$ cat src/rtl/pipe_stall_ctrl_if.sv
`default_nettype none
// ============================================================================
// pipe_stall_ctrl_if : hazard requests in, stage enables/clears/status out
// Revision: 1.0
// ============================================================================
interface pipe_stall_ctrl_if;
    logic        load_use;
    logic        branch_taken;
    logic        mc_start;
    logic        mem_wait;
    logic        pc_en;
    logic [3:0]  en;
    logic [3:0]  clr;
    logic        busy;
    logic        mc_done;
    logic [15:0] stall_cnt;

    modport master (
        output load_use, branch_taken, mc_start, mem_wait,
        input  pc_en, en, clr, busy, mc_done, stall_cnt
    );

    modport slave (
        input  load_use, branch_taken, mc_start, mem_wait,
        output pc_en, en, clr, busy, mc_done, stall_cnt
    );
endinterface
`default_nettype wire

$ cat src/rtl/pipe_stall_ctrl.sv
`default_nettype none
// ============================================================================
// pipe_stall_ctrl : 5-stage pipeline stall/flush control with multi-cycle EX
// Revision: 1.0
// ============================================================================
module pipe_stall_ctrl #(
    parameter int MC_LAT = 4,
    parameter int CNT_W  = 3
) (
    input  wire logic        clock,
    input  wire logic        reset,
    pipe_stall_ctrl_if.slave bus
);
    typedef enum logic [0:0] {
        RUN     = 1'b0,
        MC_WAIT = 1'b1
    } state_t;

    localparam logic [CNT_W-1:0] C_CNT_INIT = CNT_W'(MC_LAT - 2);
    localparam logic [15:0]      C_SAT      = 16'hFFFF;

    state_t           r_state;
    logic [CNT_W-1:0] r_cnt;
    logic [15:0]      r_stall_cnt;

    logic       w_pc_en;
    logic [3:0] w_en;
    logic [3:0] w_clr;
    logic       w_busy;
    logic       w_mc_done;

    always_comb begin
        w_pc_en   = 1'b0;
        w_en      = 4'b0000;
        w_clr     = 4'b0000;
        w_busy    = 1'b0;
        w_mc_done = 1'b0;
        if (!reset) begin
            w_clr = 4'b1111;
        end else begin
            case (r_state)
                RUN: begin
                    if (bus.mem_wait) begin
                        w_pc_en = 1'b0;
                    end else if (bus.mc_start) begin
                        w_en   = 4'b1000;
                        w_clr  = 4'b1000;
                        w_busy = 1'b1;
                    end else if (bus.branch_taken) begin
                        w_pc_en = 1'b1;
                        w_en    = 4'b1111;
                        w_clr   = 4'b0011;
                    end else if (bus.load_use) begin
                        w_en  = 4'b1110;
                        w_clr = 4'b0010;
                    end else begin
                        w_pc_en = 1'b1;
                        w_en    = 4'b1111;
                    end
                end
                MC_WAIT: begin
                    w_busy = 1'b1;
                    if (r_cnt != '0 || bus.mem_wait) begin
                        // Memory wait freezes everything; otherwise only MEM/WB drains
                        if (!bus.mem_wait) begin
                            w_en  = 4'b1000;
                            w_clr = 4'b1000;
                        end
                    end else begin
                        w_mc_done = 1'b1;
                        w_pc_en   = 1'b1;
                        w_en      = 4'b1111;
                    end
                end
                default: begin
                    w_pc_en = 1'b0;
                end
            endcase
        end
    end

    always_ff @(posedge clock) begin
        if (!reset) begin
            r_state     <= RUN;
            r_cnt       <= '0;
            r_stall_cnt <= '0;
        end else begin
            if (!w_pc_en && r_stall_cnt != C_SAT) begin
                r_stall_cnt <= r_stall_cnt + 16'd1;
            end
            case (r_state)
                RUN: begin
                    if (!bus.mem_wait && bus.mc_start) begin
                        r_state <= MC_WAIT;
                        r_cnt   <= C_CNT_INIT;
                    end
                end
                MC_WAIT: begin
                    // Countdown runs through memory waits; only the release waits
                    if (r_cnt != '0) begin
                        r_cnt <= r_cnt - 1'b1;
                    end else if (!bus.mem_wait) begin
                        r_state <= RUN;
                    end
                end
                default: begin
                    r_state <= RUN;
                end
            endcase
        end
    end

    assign bus.pc_en     = w_pc_en;
    assign bus.en        = w_en;
    assign bus.clr       = w_clr;
    assign bus.busy      = w_busy;
    assign bus.mc_done   = w_mc_done;
    assign bus.stall_cnt = r_stall_cnt;
endmodule
`default_nettype wire

$ cat src/flat_wrapper.sv
// flat-port wrapper written by rule: the top's interface ports become plain ports
module pipe_stall_ctrl_flat 
#(
    parameter int MC_LAT = 4,
    parameter int CNT_W  = 3
)
  (clock, reset, bus_load_use, bus_branch_taken, bus_mc_start, bus_mem_wait, bus_pc_en, bus_en, bus_clr, bus_busy, bus_mc_done, bus_stall_cnt);
  pipe_stall_ctrl_if bus_i ();
  input  wire logic clock;
  input  wire logic reset;
  input wire logic [$bits(bus_i.load_use)-1:0] bus_load_use;
  input wire logic [$bits(bus_i.branch_taken)-1:0] bus_branch_taken;
  input wire logic [$bits(bus_i.mc_start)-1:0] bus_mc_start;
  input wire logic [$bits(bus_i.mem_wait)-1:0] bus_mem_wait;
  output wire logic [$bits(bus_i.pc_en)-1:0] bus_pc_en;
  output wire logic [$bits(bus_i.en)-1:0] bus_en;
  output wire logic [$bits(bus_i.clr)-1:0] bus_clr;
  output wire logic [$bits(bus_i.busy)-1:0] bus_busy;
  output wire logic [$bits(bus_i.mc_done)-1:0] bus_mc_done;
  output wire logic [$bits(bus_i.stall_cnt)-1:0] bus_stall_cnt;
  assign bus_i.load_use = bus_load_use;
  assign bus_i.branch_taken = bus_branch_taken;
  assign bus_i.mc_start = bus_mc_start;
  assign bus_i.mem_wait = bus_mem_wait;
  assign bus_pc_en = bus_i.pc_en;
  assign bus_en = bus_i.en;
  assign bus_clr = bus_i.clr;
  assign bus_busy = bus_i.busy;
  assign bus_mc_done = bus_i.mc_done;
  assign bus_stall_cnt = bus_i.stall_cnt;
  pipe_stall_ctrl #(.MC_LAT(MC_LAT), .CNT_W(CNT_W)) u_core (.clock(clock), .reset(reset), .bus(bus_i));
endmodule
$ cat config.mk
export PLATFORM = sky130hd
export DESIGN_NAME = pipe_stall_ctrl_flat
export DESIGN_NICKNAME = d
export VERILOG_FILES = /design/src/rtl/pipe_stall_ctrl_if.sv /design/src/rtl/pipe_stall_ctrl.sv /design/src/flat_wrapper.sv
export SDC_FILE = /design/constraint.sdc
export NUM_CORES = 1
export LEC_CHECK = 0
export BUFFER_PORTS_ARGS = -buffer_cell sky130_fd_sc_hd__buf_2
export CAP_MARGIN = 40
export CORE_AREA = 10 10 54 67
export DETAILED_ROUTE_END_ITERATION = 6
export DIE_AREA = 0 0 64 77
export PLACE_DENSITY_LB_ADDON = 0.25
export SLEW_MARGIN = 20
export SYNTH_ARGS = -nofsm -noshare
export SYNTH_HDL_FRONTEND = slang
export SYNTH_SLANG_ARGS = --single-unit
$ cat constraint.sdc
create_clock -name clock -period 2.9 [get_ports clock]
set_clock_uncertainty 0.1 [all_clocks]
set_input_delay 0.435 -clock clock [delete_from_list [all_inputs] [get_ports clock]]
set_output_delay 0.435 -clock clock [all_outputs]
set_load 0.01 [all_outputs]
==> load_flow_metrics.sql <==
INSERT INTO impl_metrics (metric_group, metric, value, unit) VALUES
('layout', 'ant_diodes', '0', ''),
('routing', 'wirelength', '2.81', 'mm'),
('worst_setup_path', 'type_of_element_launching_the_critical_path', 'flip-flop', ''),
('sta', 'fin_crit', '2560', 'ps'),
('cts', 'clkLatencyLatePin', '290', 'ps'),
('layout', 'synthToLayoutAreaGrowth', '17.7', '%'),
('sta', 'setup_tns', '0', 'ps'),
('sta', 'layout_setup_ws', '339', 'ps'),
('placed_design', 'buffer_ports.inserted', '32', ''),
('grt', 'initial_antenna_violation_count', '0', ''),
('floorplan', 'die_width', '64', 'um'),
('cts', 'cts_buffer_depth', '2', ''),
('floorplan', 'floorplan.die_area', '4930', 'sq um'),
('synthesis', 'synth_top_cells_by_count', 'sky130_fd_sc_hd__dfxtp_1 (20), sky130_fd_sc_hd__a21oi_1 (14), sky130_fd_sc_hd__nand2_1 (14)', ''),
('layout', 'stdcell_area', '1350', 'sq um'),
('routing', 'vias_per_cell', '5.75', ''),
('worst_setup_path', 'timing.rr.start', 'u_core.r_cnt[0]$_SDFFE_PN0P_', ''),
('cts', 'path_clk_slew', '110', 'ps'),
('cts', 'cts_tree', 'done', ''),
('layout', 'nets', '178', ''),
('synthesis', 'synth.ff_latch_count', '20', ''),
('worst_hold_path', 'hold_path_class', 'input port to flip-flop', ''),
('routing', 'via_count', '1150', ''),
('synthesis', 'synth_unique_cells', '37', ''),
('grt', 'global_route_wire_length_before_repair', '4.90', 'mm'),
('grt', 'grt.total_usage', '0.116', ''),
('sta', 'fmaxAchievable', '390', 'MHz'),
('sta', 'hold_slack', '313', 'ps'),
('synthesis', 'synthesis.area_per_instance', '8.23', 'sq um'),
('run_status', 'run_status', 'complete, no violations', ''),
('worst_setup_path', 'r2r_slack', '600', 'ps'),
('floorplan', 'io_pins', '33', ''),
('cts', 'tritoncts.num_buffers', '3', ''),
('routing', 'route.antenna.remaining_nets', '0', ''),
('worst_setup_path', 'arrival', '2030', 'ps'),
('layout', 'fraction_of_layout_instances_using_a_drive_strength_above_1', '0.251', ''),
('floorplan', 'floorplan.rows', '20', ''),
('cts', 'total_number_of_clock_tree_sinks', '20', ''),
('synthesis', 'post-synth-top-count-cell', 'sky130_fd_sc_hd__dfxtp_1', ''),
('sta', 'rsz0062_at_grt', 'no', ''),
('worst_setup_path', 'critPathCapture', 'bus_en[0]', ''),
('worst_setup_path', 'ff2ff_path_depth', '8', ''),
('synthesis', 'yosys-top-cells-area', 'sky130_fd_sc_hd__dfxtp_1 (35%), sky130_fd_sc_hd__or4_1 (7.2%), sky130_fd_sc_hd__a21oi_1 (6.1%)', ''),
('floorplan', 'initial_core_util', '0.481', ''),
('placed_design', 'dpl.hpwl', '2.16', 'mm'),
('sta', 'max_slew_headroom_at_the_worst_pin', '0.666', ''),
('worst_setup_path', 'worstPathRequired', '2370', 'ps'),
('worst_setup_path', 'crit_fanout', '31', ''),
('synthesis', 'synth_enable_flop_cells', '0', ''),
('floorplan', 'floorplan.die.height', '77', 'um'),
('floorplan', 'core_region_area', '2380', 'sq um'),
('layout', 'number_of_filler_cells_placed_in_the_layout', '231', ''),
('synthesis', 'synthesis.yosys.warnings', '0', ''),
('routing', 'drt_first_iter_violations', '39', ''),
('placed_design', 'dpl-instance-area', '1320', 'sq um'),
('synthesis', 'gate_count_of_the_mapped_netlist', '139', ''),
('grt', 'first_global_vias', '1151', ''),
('grt', 'grt_overflow', '0', ''),
('power', 'ir_worst_vdd', '0.347', 'mV'),
('cts', 'htree_num_levels', '1', ''),
('sta', 'worstMarginPinSlew', '501', 'ps'),
('synthesis', 'synth-async-reset-ratio', '0', ''),
('cts', 'cts_root_buf', 'sky130_fd_sc_hd__clkbuf_4', ''),
('sta', 'timing.final.crit_share', '0.883', ''),
('synthesis', 'mappedNetlistArea', '1140', 'sq um'),
('grt', 'maximum_number_of_pins_on_one_net_before_global_route_repair', '32', ''),
('worst_setup_path', 'setup.worst_path.start', 'u_core.r_cnt[0]$_SDFFE_PN0P_', ''),
('sta', 'setup-violations-final', '0', ''),
('worst_setup_path', 'criticalPathCategory', 'flip-flop to output pin', ''),
('worst_setup_path', 'critPathCaptureType', 'output pin', ''),
('synthesis', 'ys_dominant_reg_cell', 'sky130_fd_sc_hd__dfxtp_1', '');
==> state kept, by name (all words and copies together) (netlist names) <==
register / cells
u_core.bus.stall_cnt: 16
u_core.r_cnt: 3
u_core.r_state: 1
==> how the worst min path moves through the flow <==
stage	startpoint	end	slack, ps	cells past startpoint
final	bus_mem_wait	u_core.r_state$_SDFF_PN0_	310	2
after global routing	bus_mem_wait	u_core.r_state$_SDFF_PN0_	320	2
after global placement	u_core.r_cnt[0]$_SDFFE_PN0P_	u_core.r_cnt[0]$_SDFFE_PN0P_	340	2
after detailed placement	u_core.r_cnt[0]$_SDFFE_PN0P_	u_core.r_cnt[0]$_SDFFE_PN0P_	360	2
after floorplan	u_core.r_cnt[0]$_SDFFE_PN0P_	u_core.r_cnt[0]$_SDFFE_PN0P_	330	2
after CTS	bus_mem_wait	u_core.r_state$_SDFF_PN0_	310	2
==> cell type report <==
class / instances / area [sq um] / share of cell area
multi-input combinational: 101 / 673 / 0.500
clock buffer: 3 / 22.5 / 0.0167
inverter: 9 / 33.8 / 0.0251
tap: 33 / 41.3 / 0.0307
timing repair buffer: 34 / 175 / 0.130
sequential: 20 / 400 / 0.297
==> logic make-up (layout without fill, tap and decap cells) <==
kind of cell / count (synthesis) / in the layout / share of synthesized area
AO/OA/AOI/OAI: 35 / 35 / 0.198
flip-flops: 20 / 20 / 0.350
multiplexers: 3 / 3 / 0.0263
buffers and inverters: 18 / 46 / 0.0744
adder cells (fa/ha/maj): 3 / 3 / 0.0328
AND/OR/NAND/NOR: 60 / 60 / 0.318
==> layout by cell type (no fill, tap or decap), types with 2 or more instances in the layout <==
cell,netlist,routed
sky130_fd_sc_hd__o41ai_1,2,2
sky130_fd_sc_hd__nor3_1,2,2
sky130_fd_sc_hd__or3_1,3,3
sky130_fd_sc_hd__nand2_1,14,14
sky130_fd_sc_hd__nand3_1,5,5
sky130_fd_sc_hd__and4_1,2,2
sky130_fd_sc_hd__o21ai_0,2,2
sky130_fd_sc_hd__o21a_1,2,2
sky130_fd_sc_hd__ha_1,3,3
sky130_fd_sc_hd__nor2_1,4,4
sky130_fd_sc_hd__o31ai_1,8,8
sky130_fd_sc_hd__buf_2,2,32
sky130_fd_sc_hd__dfxtp_1,20,20
sky130_fd_sc_hd__inv_1,9,9
sky130_fd_sc_hd__mux2i_1,3,3
sky130_fd_sc_hd__clkbuf_4,0,3
sky130_fd_sc_hd__nor4_1,4,3
sky130_fd_sc_hd__nand4_1,2,2
sky130_fd_sc_hd__buf_4,4,2
sky130_fd_sc_hd__or4_1,11,11
sky130_fd_sc_hd__a21oi_1,14,14
sky130_fd_sc_hd__nand2b_1,5,5
==> where the power goes <==
part | switching (mW) | internal, mW
clock | 0.0797 | 0.0483
combinational | 0.0467 | 0.0319
sequential | 0.00832 | 0.282
==> critical path, cell delays in order (launching register included) <==
cell and delay [ps]:
sky130_fd_sc_hd__dfxtp_1 320, sky130_fd_sc_hd__inv_1 70, sky130_fd_sc_hd__ha_1 150, sky130_fd_sc_hd__ha_1 150
sky130_fd_sc_hd__and2b_1 270, sky130_fd_sc_hd__nor4_4 260, sky130_fd_sc_hd__buf_4 310, sky130_fd_sc_hd__buf_2 190
==> layer usage <==
layer / wire length, um / track usage
met3: 195 / 0.0392
met1: 1210 / 0.123
met4: 42 / 0.0482
met5: 0 / 0
met2: 1370 / 0.203
==> metrics by stage <==
step | std cells | power (mW) | util
2_1_floorplan | 139 | 0.348 | -
4_1_cts | 200 | 0.505 | 0.566
3_3_place_gp | 197 | 0.373 | 0.557
5_1_grt | 200 | 0.523 | 0.566
3_5_place_dp | 197 | 0.377 | 0.557
6_report | 200 | 0.497 | 0.566
Note: power is estimated with default switching activity, not from simulation.
